## src/rtl/dct_frame_scheduler.sv

```systemverilog
// Frame scheduler for the serial DCT engine: load a frame, replay it into the engine, drain the coefficients.
// Optional macro DCT_SCHED_CLR_EN inserts a one-cycle engine clear (CLR) between LOAD and RUN.
module dct_frame_scheduler #(
  parameter int unsigned DCT_POINT = 16,
  parameter int unsigned M         = 23,
  parameter int unsigned E         = 8,
  parameter int unsigned LATENCY   = 20,
  parameter int unsigned CNT_W     = 16
) (
  input  logic                         clk,
  input  logic                         reset,
  input  logic                         s_valid,
  output logic                         s_ready,
  input  logic [M+E:0]                 s_data,
  output logic                         eng_en,
  output logic [M+E:0]                 eng_inp,
  input  logic [M+E:0]                 eng_out,
  output logic                         eng_reset,
  output logic                         m_valid,
  input  logic                         m_ready,
  output logic [M+E:0]                 m_data,
  output logic [$clog2(DCT_POINT)-1:0] m_index,
  output logic                         m_last,
  output logic                         busy,
  output logic [CNT_W-1:0]             frame_count
);

  localparam int unsigned W     = M + E + 1;
  localparam int unsigned IDX_W = $clog2(DCT_POINT);
  localparam int unsigned T_W   = $clog2(LATENCY + DCT_POINT);

  localparam logic [IDX_W-1:0] LAST_IDX = IDX_W'(DCT_POINT - 1);
  localparam logic [T_W-1:0]   LAST_T   = T_W'(LATENCY + DCT_POINT - 1);
  localparam logic [T_W-1:0]   T_LAT    = T_W'(LATENCY);
  localparam logic [T_W-1:0]   T_PTS    = T_W'(DCT_POINT);

  typedef enum logic [1:0] {
    ST_LOAD  = 2'd0,
    ST_CLR   = 2'd1,
    ST_RUN   = 2'd2,
    ST_DRAIN = 2'd3
  } state_t;

  state_t           r_state;
  state_t           w_next_state;
  logic [IDX_W-1:0] r_wr_idx;
  logic [IDX_W-1:0] w_wr_next;
  logic [T_W-1:0]   r_t;
  logic [T_W-1:0]   w_t_next;
  logic [IDX_W-1:0] r_rd_idx;
  logic [IDX_W-1:0] w_rd_next;
  logic             w_frame_done;

  logic [W-1:0]     r_in_buf  [DCT_POINT];
  logic [W-1:0]     r_out_buf [DCT_POINT];

  logic             r_s_ready;
  logic             r_busy;
  logic             r_eng_en;
  logic [W-1:0]     r_eng_inp;
  logic             r_m_valid;
  logic [W-1:0]     r_m_data;
  logic             r_m_last;
  logic [CNT_W-1:0] r_frame_count;

  logic             w_in_hs;
  logic             w_out_hs;
  logic             w_capture;
  logic [IDX_W-1:0] w_cap_idx;
  logic [IDX_W-1:0] w_inp_idx;

  assign w_in_hs   = s_valid & r_s_ready;
  assign w_out_hs  = r_m_valid & m_ready;
  // Engine output lags the first replayed sample by LATENCY RUN cycles.
  assign w_capture = (r_state == ST_RUN) && (r_t >= T_LAT);
  assign w_cap_idx = IDX_W'(r_t - T_LAT);
  assign w_inp_idx = IDX_W'(w_t_next);

  // Next-state and index/counter updates.
  always_comb begin
    w_next_state = r_state;
    w_wr_next    = r_wr_idx;
    w_t_next     = '0;
    w_rd_next    = r_rd_idx;
    w_frame_done = 1'b0;
    case (r_state)
      ST_LOAD: begin
        if (w_in_hs) begin
          if (r_wr_idx == LAST_IDX) begin
            w_wr_next    = '0;
`ifdef DCT_SCHED_CLR_EN
            w_next_state = ST_CLR;
`else
            w_next_state = ST_RUN;
`endif
          end else begin
            w_wr_next = r_wr_idx + IDX_W'(1);
          end
        end
      end
      ST_CLR: begin
        w_next_state = ST_RUN;
      end
      ST_RUN: begin
        if (r_t == LAST_T) begin
          w_next_state = ST_DRAIN;
        end else begin
          w_t_next = r_t + T_W'(1);
        end
      end
      ST_DRAIN: begin
        if (w_out_hs) begin
          if (r_rd_idx == LAST_IDX) begin
            w_rd_next    = '0;
            w_next_state = ST_LOAD;
            w_frame_done = 1'b1;
          end else begin
            w_rd_next = r_rd_idx + IDX_W'(1);
          end
        end
      end
      default: begin
        w_next_state = ST_LOAD;
      end
    endcase
  end

  // State, counters and registered outputs, all derived from the next state.
  always_ff @(posedge clk) begin
    if (!reset) begin
      r_state       <= ST_LOAD;
      r_wr_idx      <= '0;
      r_t           <= '0;
      r_rd_idx      <= '0;
      r_s_ready     <= 1'b0;
      r_busy        <= 1'b0;
      r_eng_en      <= 1'b0;
      r_eng_inp     <= '0;
      r_m_valid     <= 1'b0;
      r_m_data      <= '0;
      r_m_last      <= 1'b0;
      r_frame_count <= '0;
    end else begin
      r_state   <= w_next_state;
      r_wr_idx  <= w_wr_next;
      r_t       <= w_t_next;
      r_rd_idx  <= w_rd_next;
      r_s_ready <= (w_next_state == ST_LOAD);
      r_busy    <= (w_next_state != ST_LOAD);
      r_eng_en  <= (w_next_state == ST_RUN);
      if ((w_next_state == ST_RUN) && (w_t_next < T_PTS)) begin
        r_eng_inp <= r_in_buf[w_inp_idx];
      end else begin
        r_eng_inp <= '0;
      end
      r_m_valid <= (w_next_state == ST_DRAIN);
      if (w_next_state == ST_DRAIN) begin
        r_m_data <= r_out_buf[w_rd_next];
        r_m_last <= (w_rd_next == LAST_IDX);
      end else begin
        r_m_data <= '0;
        r_m_last <= 1'b0;
      end
      if (w_frame_done) begin
        r_frame_count <= r_frame_count + CNT_W'(1);
      end
    end
  end

  // Sample and coefficient storage; contents need no reset.
  always_ff @(posedge clk) begin
    if (reset && w_in_hs) begin
      r_in_buf[r_wr_idx] <= s_data;
    end
    if (reset && w_capture) begin
      r_out_buf[w_cap_idx] <= eng_out;
    end
  end

`ifdef DCT_SCHED_CLR_EN
  logic r_eng_reset;

  always_ff @(posedge clk) begin
    if (!reset) begin
      r_eng_reset <= 1'b0;
    end else begin
      r_eng_reset <= (w_next_state == ST_CLR);
    end
  end

  // Engine is held in reset alongside the system reset and pulsed in CLR.
  assign eng_reset = r_eng_reset | ~reset;
`else
  assign eng_reset = ~reset;
`endif

  assign s_ready     = r_s_ready;
  assign busy        = r_busy;
  assign eng_en      = r_eng_en;
  assign eng_inp     = r_eng_inp;
  assign m_valid     = r_m_valid;
  assign m_data      = r_m_data;
  assign m_index     = r_rd_idx;
  assign m_last      = r_m_last;
  assign frame_count = r_frame_count;

endmodule

```

## config.mk

```make
export PLATFORM = sky130hd
export DESIGN_NAME = dct_frame_scheduler
export DESIGN_NICKNAME = d
export VERILOG_FILES = /design/src/rtl/dct_frame_scheduler.sv
export SDC_FILE = /design/constraint.sdc
export NUM_CORES = 1
export LEC_CHECK = 0
export BUFFER_PORTS_ARGS = -buffer_cell sky130_fd_sc_hd__clkbuf_2
export CORE_MARGIN = 1.5
export CORE_UTILIZATION = 37
export CTS_BUF_LIST = sky130_fd_sc_hd__clkbuf_8
export CTS_CLUSTER_SIZE = 25
export DETAILED_ROUTE_END_ITERATION = 16
export SETUP_SLACK_MARGIN = 0.2
export SYNTH_ARGS = -nofsm -noshare
export SYNTH_HDL_FRONTEND = slang
export SYNTH_SLANG_ARGS = --single-unit
```

## constraint.sdc

```tcl
create_clock -name clk -period 3.6 [get_ports clk]
set_input_delay 0.72 -clock clk [delete_from_list [all_inputs] [get_ports clk]]
set_output_delay 0.72 -clock clk [all_outputs]
set_load 0.01 [all_outputs]
```

==> Word-level counts from Yosys, hierarchy flattened <==
Memories as Yosys holds them, arrays and structs flattened. A register that Yosys moved wholly into a read port is not among the register bits.
Cells that the tools add are included.
{ "totals": {"mem_count": 2, "register_bits": 37, "inputBits": 68, "wordCells": 62, "ram_bits": 1024} }
{ "memory_table": {"columns": ["memory", "depth", "width", "rd", "rd_ports_with_merged_regs", "write_ports", "line_no", "rtl"], "rows": [
  ["r_in_buf", 16, 32, 1, 1, 1, "54", "logic [W-1:0] r_in_buf [DCT_POINT];"],
  ["r_out_buf", 16, 32, 1, 1, 1, "55", "logic [W-1:0] r_out_buf [DCT_POINT];"]
]} }
{ "classes": {"bitwise_logic": 3, "magnitude_cmp": 2, "n_eq_ne": 9, "mux": 19, "n_addsub": 5, "reduce_logical": 12} }
{ "ops": {"columns": ["op", "count"], "rows": [
  ["16-bit by 1-bit adder with 16-bit output, second input constant", 1],
  ["4-bit 2-to-1 mux", 4],
  ["4-bit == test, second input constant", 3],
  ["6-bit 2-to-1 mux", 2],
  ["2-bit 2-to-1 mux", 5],
  ["4-bit by 1-bit adder with 4-bit output, second input constant", 2],
  ["2-bit == test, second input constant", 4],
  ["2-bit one-hot mux with 4 select lines", 1],
  ["1-bit 2-to-1 mux", 7],
  ["6-bit by 1-bit adder with 6-bit output, second input constant", 1],
  ["6-bit == test, second input constant", 1],
  ["6-bit by 5-bit >= comparator with 1-bit output, second input constant", 1],
  ["6-bit by 5-bit less-than comparator with 1-bit output, second input constant", 1],
  ["2-bit AND reduction", 3],
  ["1-bit logical AND", 4],
  ["2-bit zero test", 2],
  ["4-bit by 3-bit subtractor with 4-bit output, second input constant", 1],
  ["1-bit AND", 2],
  ["2-bit by 1-bit == test with 1-bit output, second input constant", 1],
  ["1-bit zero test", 2],
  ["2-bit nonzero test", 1],
  ["1-bit inverter", 1]
]} }

==> Logic depth before layout (Yosys ltp) <==
Gate-level depths: netlist of the first run.
{ "logic_depth": {"word_depth": 8, "mapped_depth": 10, "mapped_depth_nobuf": 7} }

==> Least setup slack after synthesis of the first run <==
OpenSTA, ideal clock, no wires.
{ "synth_timing": {"path_kind": "input -> register", "startpoint": "input port reset", "endpoint": "memory r_in_buf[0][0] (netlist bit) (enable)", "required_time_ns": 3.139, "setup_slack_ns": -0.071, "arrival_time_ns": 3.210, "cell_stages": 3, "path_buffers": 0, "cell_sequence": "and3_1 -> nand2_1 -> nor3_1"} }
{ "synth_between": {"elab_chain_len": 3} }
{ "synth_rtl": {"columns": ["item", "line_no", "rtl"], "rows": [
  ["start: declaration", "11", "input logic reset,"],
  ["1-bit logical AND", "172", "if (reset && w_in_hs) begin"],
  ["1-bit 2-to-1 mux", "172", null],
  ["1-bit 2-to-1 mux (implied by the code)", "173", "r_in_buf[r_wr_idx] <= s_data;"],
  ["end: declaration", "54", null]
]} }
Every way passes these cells.

==> Worst setup path in the final report of the first run <==
{ "layout_timing": {"startpoint": "register r_rd_idx[0], in the netlist m_index[0]", "endpoint": "output port m_index[0]"} }
{ "layout_rtl": {"columns": ["item", "line_no", "rtl"], "rows": [
  ["start: declaration", "50", "logic [IDX_W-1:0] r_rd_idx;"],
  ["start signal: assignment", "147", "r_rd_idx <= w_rd_next;"],
  ["end: declaration", "22", "output logic [$clog2(DCT_POINT)-1:0] m_index,"]
]} }
No word-level cell between the ends.

==> out/qor.tcl, run 1 <==
set qor(route.vias.total) 28600
set qor(via_per_inst) 5.51
set qor(max_slew_violation_count) 0
set qor(gp_congestion) 0.747
set qor(max_freq_mhz) 318
set qor(tns_ps) 0
set qor(grt_pass1_vias) 28500
set qor(synth_top_cells_by_count) {sky130_fd_sc_hd__edfxtp_1 (1024), sky130_fd_sc_hd__nand2_1 (597), sky130_fd_sc_hd__a21oi_1 (172), sky130_fd_sc_hd__clkbuf_1 (166), sky130_fd_sc_hd__and3_1 (134)}
set qor(max_slew_margin) 0.370
set qor(grt_setup_unrepaired) {no}
set qor(postSynthNetCount) 3296
set qor(crit_path_top_delay_cell) {sky130_fd_sc_hd__buf_6}
set qor(die_h_um) 354
set qor(postSynthRegisterBits) 1125
set qor(worst-slew-pin-transition_ps) 945
set qor(portion_of_synthesized_cell_area_occupied_by_the_leading_cell_type) 0.675
set qor(cts_inserted_buffers) 181
set qor(crit_family) {buffers and inverters}
set qor(io_pins) 158
set qor(drcViolationCount) 0
set qor(seqPwrFrac) 0.566
set qor(grt_start_max_net_pins) 133
set qor(timing.critical_path.required_ps) 2880
set qor(yosysWarningCount) 0
set qor(worst_r2r_endpoint) {m_data[3]$_SDFF_PN0_}
set qor(clock_tree.buffer_depth) 3
set qor(pre_cts_ws_ps) 509
set qor(synth_top_cells_by_area) {sky130_fd_sc_hd__edfxtp_1 (67%), sky130_fd_sc_hd__nand2_1 (4.9%), sky130_fd_sc_hd__dfxtp_1 (4.4%)}
set qor(timing.critical_path.slowest_cell_delay_ps) 470
set qor(yosys.area.top_type) {sky130_fd_sc_hd__edfxtp_1}
set qor(synth_seq_area_share) 0.719
set qor(power_report.internal_total_uw) 19900
set qor(cp_cell_sequence) {buf_16 > buf_6 > clkbuf_2}
set qor(finish.net_count) 3485
set qor(combinational_power_share) 0.010
set qor(wl_mm) 121
set qor(worst_skew_pair.late_latency_ps) 880
set qor(worst_setup_hold_path_clk_slew_ps) 60
set qor(grt_overflow) 0
set qor(min_path_cells) 2
set qor(critPathArrivalTime_ps) 2430
set qor(clkSinkCount) 1125
set qor(p_leak_uw) 0.0178
set qor(regToRegSetupSlack_ps) 510
set qor(final_cell_count_without_fillers) 5194
set qor(cts.root.buffer_cell) {sky130_fd_sc_hd__clkbuf_8}
set qor(finalSetupViolCount) 0
set qor(pwr-share-clk) 0.424
set qor(initial_util) 0.373
set qor(setup_crit_start) {m_index[0]$_SDFF_PN0_}
set qor(placementRows) 128
set qor(synth_cells) 3218
set qor(tritoncts) {yes}
set qor(result_of_the_run) {complete, no violations}
set qor(drtPass1Iterations) 5
set qor(dpl.cell_count) 4848
set qor(grt_util_all_layers) 0.190
set qor(async_reset_ff_frac) 0
set qor(critPathKind) {reg2out}
set qor(fin_worst_skew_ps) 30.0
set qor(number_of_distinct_library_cell_variants_in_the_gate_level_netlist_after_synthesis) 52
set qor(grt_pass1_wl_mm) 179
set qor(number_of_antenna_violations_at_the_first_check_in_global_routing) 15
set qor(die-width_um) 354
set qor(cp-end-kind) {output port}
set qor(finalCriticalPeriod_ps) 3150
set qor(drive_gt1_frac) 0.185
set qor(worstReg2RegStart) {m_index[1]$_SDFF_PN0_}
set qor(number_of_maximum_capacitance_constraint_violations) 0
set qor(post-route-worst-setup-slack_ps) 454
set qor(post-synth-top-count-cell) {sky130_fd_sc_hd__edfxtp_1}
set qor(netlist_area_um2) 45600
set qor(p_sw_frac) 0.210
set qor(report.final.hold_viol_count) 0
set qor(cp.depth) 3
set qor(dp_hpwl_mm) 61.6
set qor(avgRoutedWirePerCell_um) 23.3
set qor(core_box_area_um2) 122000
set qor(die_area_um2) 125000
set qor(power_per_cell_area_nw_per_um2) 479
set qor(hold-path-endpoint) {busy$_SDFF_PN0_}
set qor(worstSetupStartpointType) {flop}
set qor(final_min_period_over_clock_period) 0.874
set qor(timing.critical_path.buf_inv) 3
set qor(most_used_flip_flop_cell_after_synthesis) {sky130_fd_sc_hd__edfxtp_1}
set qor(port-buffer-count) 157
set qor(hold_path_class) {in2reg}
set qor(synth_enable_flop_cells) 1024
set qor(timing.reg2reg.worst_path_depth) 9
set qor(drt-initial-drc-count) 2656
set qor(hold_path_startpoint) {reset}
set qor(final_antenna_net_count) 0
set qor(power.net_switching_uw) 5290
set qor(cts_htree_levels) 4
set qor(worstPathMaxFanout) 100
set qor(vdd.ir_drop.worst_v) 0.000350
set qor(ctsHoldBuffers) 0
set qor(synth.avg_cell_area_um2) 14.2
set qor(area_growth_pct) 15.5
[through the flow]
| stage | total power [uW] | instance area [um2] | util | hold slack, ps |
|---|---|---|---|---|
| 4_1_cts | 25500 | 52600 | 0.431 | 125 |
| 2_1_floorplan | 14600 | 45600 | - | 514 |
| 3_3_place_gp | 14800 | 49000 | 0.402 | 480 |
| 6_report | 25200 | 52600 | 0.431 | 217 |
| 5_1_grt | 26000 | 52600 | 0.431 | 170 |
| 3_5_place_dp | 14800 | 49000 | 0.402 | 498 |
[power by group through the flow]
| stage | Combinational (uW) | Sequential (uW) | Clock, uW |
|---|---|---|---|
| 5_1_grt | 272 | 14300 | 11500 |
| 4_1_cts | 245 | 14300 | 10900 |
| 2_1_floorplan | 37.2 | 14500 | 0 |
| 6_report | 244 | 14300 | 10700 |
| 3_5_place_dp | 243 | 14500 | 0 |
| 3_3_place_gp | 236 | 14500 | 0 |
[timing repair]
item / CTS / global route
resized for setup: 2 / 0
setup buffers: 0 / 0
endpoints found under the setup margin: 1 / 0
[registers in the layout, indices dropped and copies added (netlist names)]
| name | count |
|---|---|
| m_index | 4 |
| s_ready | 1 |
| r_in_buf | 512 |
| frame_count | 16 |
| r_wr_idx | 4 |
| m_last | 1 |
| m_data | 32 |
| m_valid | 1 |
| r_state | 2 |
| eng_inp | 32 |
| eng_en | 1 |
| busy | 1 |
| r_out_buf | 512 |
| r_t | 6 |
[how the worst max path moves through the flow]
| stage | end |
|---|---|
| after global placement | m_data[3]$_SDFF_PN0_ |
| final | m_index[0] |
| after detailed placement | m_data[11]$_SDFF_PN0_ |
| after floorplan | r_out_buf[2][0]$_DFFE_PP_ |
| after CTS | m_index[0] |
| after global routing | m_index[0] |
[kinds of logic (layout without fill, tap and decap cells)]
family,after synthesis,after routing,share of synthesized area
multiplexers,131,131,0.0464
XOR/XNOR,17,17,0.00327
adder cells (fa/ha/maj),10,10,0.00275
buffers and inverters,262,609,0.0243
AO/OA/AOI/OAI,767,767,0.117
AND/OR/NAND/NOR,906,906,0.0868
other,0,4,0
flip-flops,1125,1125,0.719
[layout by cell type (no fill, tap or decap), types with 18 or more instances in the layout]
cell type                  instances
sky130_fd_sc_hd__a21o_1           32
sky130_fd_sc_hd__inv_1            87
sky130_fd_sc_hd__buf_12           40
sky130_fd_sc_hd__and3_1          133
sky130_fd_sc_hd__mux2i_1          65
sky130_fd_sc_hd__clkbuf_8        210
sky130_fd_sc_hd__a311oi_1         64
sky130_fd_sc_hd__a21oi_1         171
sky130_fd_sc_hd__dfxtp_1          99
sky130_fd_sc_hd__a32oi_1          64
sky130_fd_sc_hd__clkbuf_2        157
sky130_fd_sc_hd__nor2_1           56
sky130_fd_sc_hd__nand3_1          42
sky130_fd_sc_hd__clkinv_2         18
sky130_fd_sc_hd__nor2_4           30
sky130_fd_sc_hd__nand2_1         594
sky130_fd_sc_hd__clkinv_1         21
sky130_fd_sc_hd__o221ai_2         31
sky130_fd_sc_hd__o21ai_0         104
sky130_fd_sc_hd__a31oi_1         128
sky130_fd_sc_hd__a211o_1          33
sky130_fd_sc_hd__edfxtp_1       1024
sky130_fd_sc_hd__buf_4            57
sky130_fd_sc_hd__a211oi_1        128
sky130_fd_sc_hd__mux4_2           64
[layout make-up]
type / instances / area (um2)
timing repair buffer: 257 / 2090
clock inverter: 131 / 667
fill: 11100 / 69400
multi-input combinational: 1831 / 12100
clock buffer: 210 / 2890
inverter: 11 / 43.8
tap: 1625 / 2030
sequential: 1125 / 32800
antenna: 4 / 10.0
[metal layers]
metal  routed length (um)  part of all wire  up-vias  GRT usage
met5                   97           0.00080        -          0
met4                 3390             0.028       16     0.0739
met3                 7830             0.065      229     0.0397
met2                59100              0.49     1017      0.316
met1                50600              0.42    14500      0.244
li1                     -                 -    12900          -
No activity file was read; power rests on OpenSTA's default activity.
==> inputs of run 2 (changes only) <==
CORE_UTILIZATION = 30   (was 37)
SETUP_SLACK_MARGIN = 0.05   (was 0.2)
clock period = 3.45 ns   (was 3.6 ns; I/O delays follow)
==> run 2 against run 1 <==
  * Clock skew is 13 ps higher
  * First-iteration DRC count is 5.4% lower
  * Clock power is 5% higher
  * Worst hold slack worse by 41 ps
  * Wire length is 1.9% lower
  * Register-to-register slack hardly changed
  * Total power is 4.4% higher
  * Cell area is 0.91% higher
  * Die area is 23% higher
  * Critical path depth is 2 higher
==> out/qor.tcl, run 2 (synthesized netlist as in run 1, its figures left out) <==
set qor(wl_mm) 119
set qor(power_report.internal_total_uw) 20800
set qor(drt-initial-drc-count) 2512
set qor(worstPathMaxFanout) 32
set qor(postCtsSetupBuffers) 0
set qor(max_slew_violation_count) 0
set qor(final_antenna_net_count) 0
set qor(gp_congestion) 0.763
set qor(mostFrequentLayoutCells) {sky130_fd_sc_hd__edfxtp_1 (1024), sky130_fd_sc_hd__nand2_1 (594), sky130_fd_sc_hd__clkbuf_8 (205), sky130_fd_sc_hd__a21oi_1 (171), sky130_fd_sc_hd__clkbuf_2 (157)}
set qor(max_freq_mhz) 339
set qor(cts_htree_levels) 4
set qor(power_per_cell_area_nw_per_um2) 496
set qor(clkSinkCount) 1125
set qor(worst-slew-pin-transition_ps) 962
set qor(cp_cell_sequence) {nand4_1 > mux2_8 > or3_2 > buf_4 > o221ai_2}
set qor(final_hold_slack_ps) 177
set qor(via_per_inst) 5.10
set qor(drive_gt1_frac) 0.182
set qor(critPathArrivalTime_ps) 3710
set qor(cts_repair_resize_count) 0
set qor(grt_util_all_layers) 0.151
set qor(number_of_maximum_capacitance_constraint_violations) 0
set qor(worst_skew_pair.late_latency_ps) 890
set qor(crit_path_top_delay_cell) {sky130_fd_sc_hd__mux2_8}
set qor(vdd.ir_drop.worst_v) 0.000336
set qor(dpl.cell_count) 5230
set qor(pwr-share-clk) 0.425
set qor(tritoncts) {yes}
set qor(cts.root.buffer_cell) {sky130_fd_sc_hd__clkbuf_8}
set qor(combinational_power_share) 0.010
set qor(avgRoutedWirePerCell_um) 21.3
set qor(ctsHoldBuffers) 0
set qor(crit_family) {simple AND/OR/NAND/NOR gates}
set qor(timing.critical_path.slowest_cell_delay_ps) 610
set qor(finalSetupViolCount) 0
set qor(hold_path_class) {in2reg}
set qor(final_min_period_over_clock_period) 0.854
set qor(io_pins) 158
set qor(initial_util) 0.303
set qor(dp_hpwl_mm) 61.7
set qor(finish.net_count) 3475
set qor(critPathKind) {reg2reg}
set qor(result_of_the_run) {complete, no violations}
set qor(hold_path_startpoint) {reset}
set qor(grt_overflow) 0
set qor(placementRows) 142
set qor(timing.critical_path.buf_inv) 1
set qor(die-width_um) 393
set qor(final_cell_count_without_fillers) 5573
set qor(tns_ps) 0
set qor(timing.critical_path.required_ps) 4220
set qor(area_growth_pct) 16.5
set qor(p_sw_frac) 0.211
set qor(finalCriticalPeriod_ps) 2950
set qor(core_box_area_um2) 150000
set qor(worstReg2RegStart) {r_state[1]$_SDFF_PN0_}
set qor(clock_tree.buffer_depth) 3
set qor(die_h_um) 393
set qor(report.final.hold_viol_count) 0
set qor(cp-end-kind) {flop}
set qor(grt_pass1_vias) 28000
set qor(layout_commonest_cell) {sky130_fd_sc_hd__edfxtp_1}
set qor(worstSetupStartpointType) {flop}
set qor(fin_worst_skew_ps) 43.2
set qor(p_leak_uw) 0.0178
set qor(worst_setup_hold_path_clk_slew_ps) 70
set qor(die_area_um2) 154000
set qor(port-buffer-count) 157
set qor(max_slew_margin) 0.358
set qor(route.vias.total) 28400
set qor(grt_setup_unrepaired) {no}
set qor(drcViolationCount) 0
set qor(grt_start_max_net_pins) 189
set qor(power.net_switching_uw) 5560
set qor(reg.largest.list) {r_in_buf: 512 flops, r_out_buf: 512 flops}
set qor(seqPwrFrac) 0.566
set qor(drtPass1Iterations) 6
set qor(grt_pass1_wl_mm) 176
set qor(number_of_antenna_violations_at_the_first_check_in_global_routing) 14
set qor(setup_crit_start) {r_state[1]$_SDFF_PN0_}
set qor(cts_inserted_buffers) 181
## run 2: layout make-up
| type | count | area, um2 |
|---|---|---|
| antenna | 5 | 12.5 |
| clock buffer | 205 | 2820 |
| clock inverter | 133 | 736 |
| fill | 14500 | 97200 |
| inverter | 11 | 43.8 |
| multi-input combinational | 1831 | 12100 |
| sequential | 1125 | 32800 |
| tap | 2016 | 2520 |
| timing repair buffer | 247 | 2070 |
## run 2: stage by stage
step	instance area [um2]	utilization	setup slack, ps	power, uW
global route	53100	0.353	363	27200
detailed placement	49500	0.330	402	15400
CTS	53100	0.353	501	26600
finish	53100	0.353	504	26300
floorplan	45600	-	331	15200
global placement	49500	0.330	419	15400
## run 2: routing by layer
layer,routed length [um],vias to the layer above,GRT usage
li1,-,12900,-
met1,50200,14400,0.195
met2,58000,939,0.252
met3,7830,212,0.0311
met4,2610,16,0.0522
met5,115,-,0
## run 2: power groups by stage
stage	clock, uW	combinational (uW)	sequential [uW]
3_5_place_dp	0	263	15200
3_3_place_gp	0	251	15200
6_report	11200	261	14900
4_1_cts	11500	263	14900
2_1_floorplan	0	38.8	15200
5_1_grt	12000	289	14900
## run 2: worst paths after layout
kind                                                    end  slack (ps)  cells after the start
worst min-delay path                  m_index[3]$_SDFF_PN0_         180                      2
worst max register to register        m_data[16]$_SDFF_PN0_         500                      5
worst max-delay path                  m_data[16]$_SDFF_PN0_         500                      5
worst min register to register  frame_count[6]$_SDFFE_PN0P_         500                      2
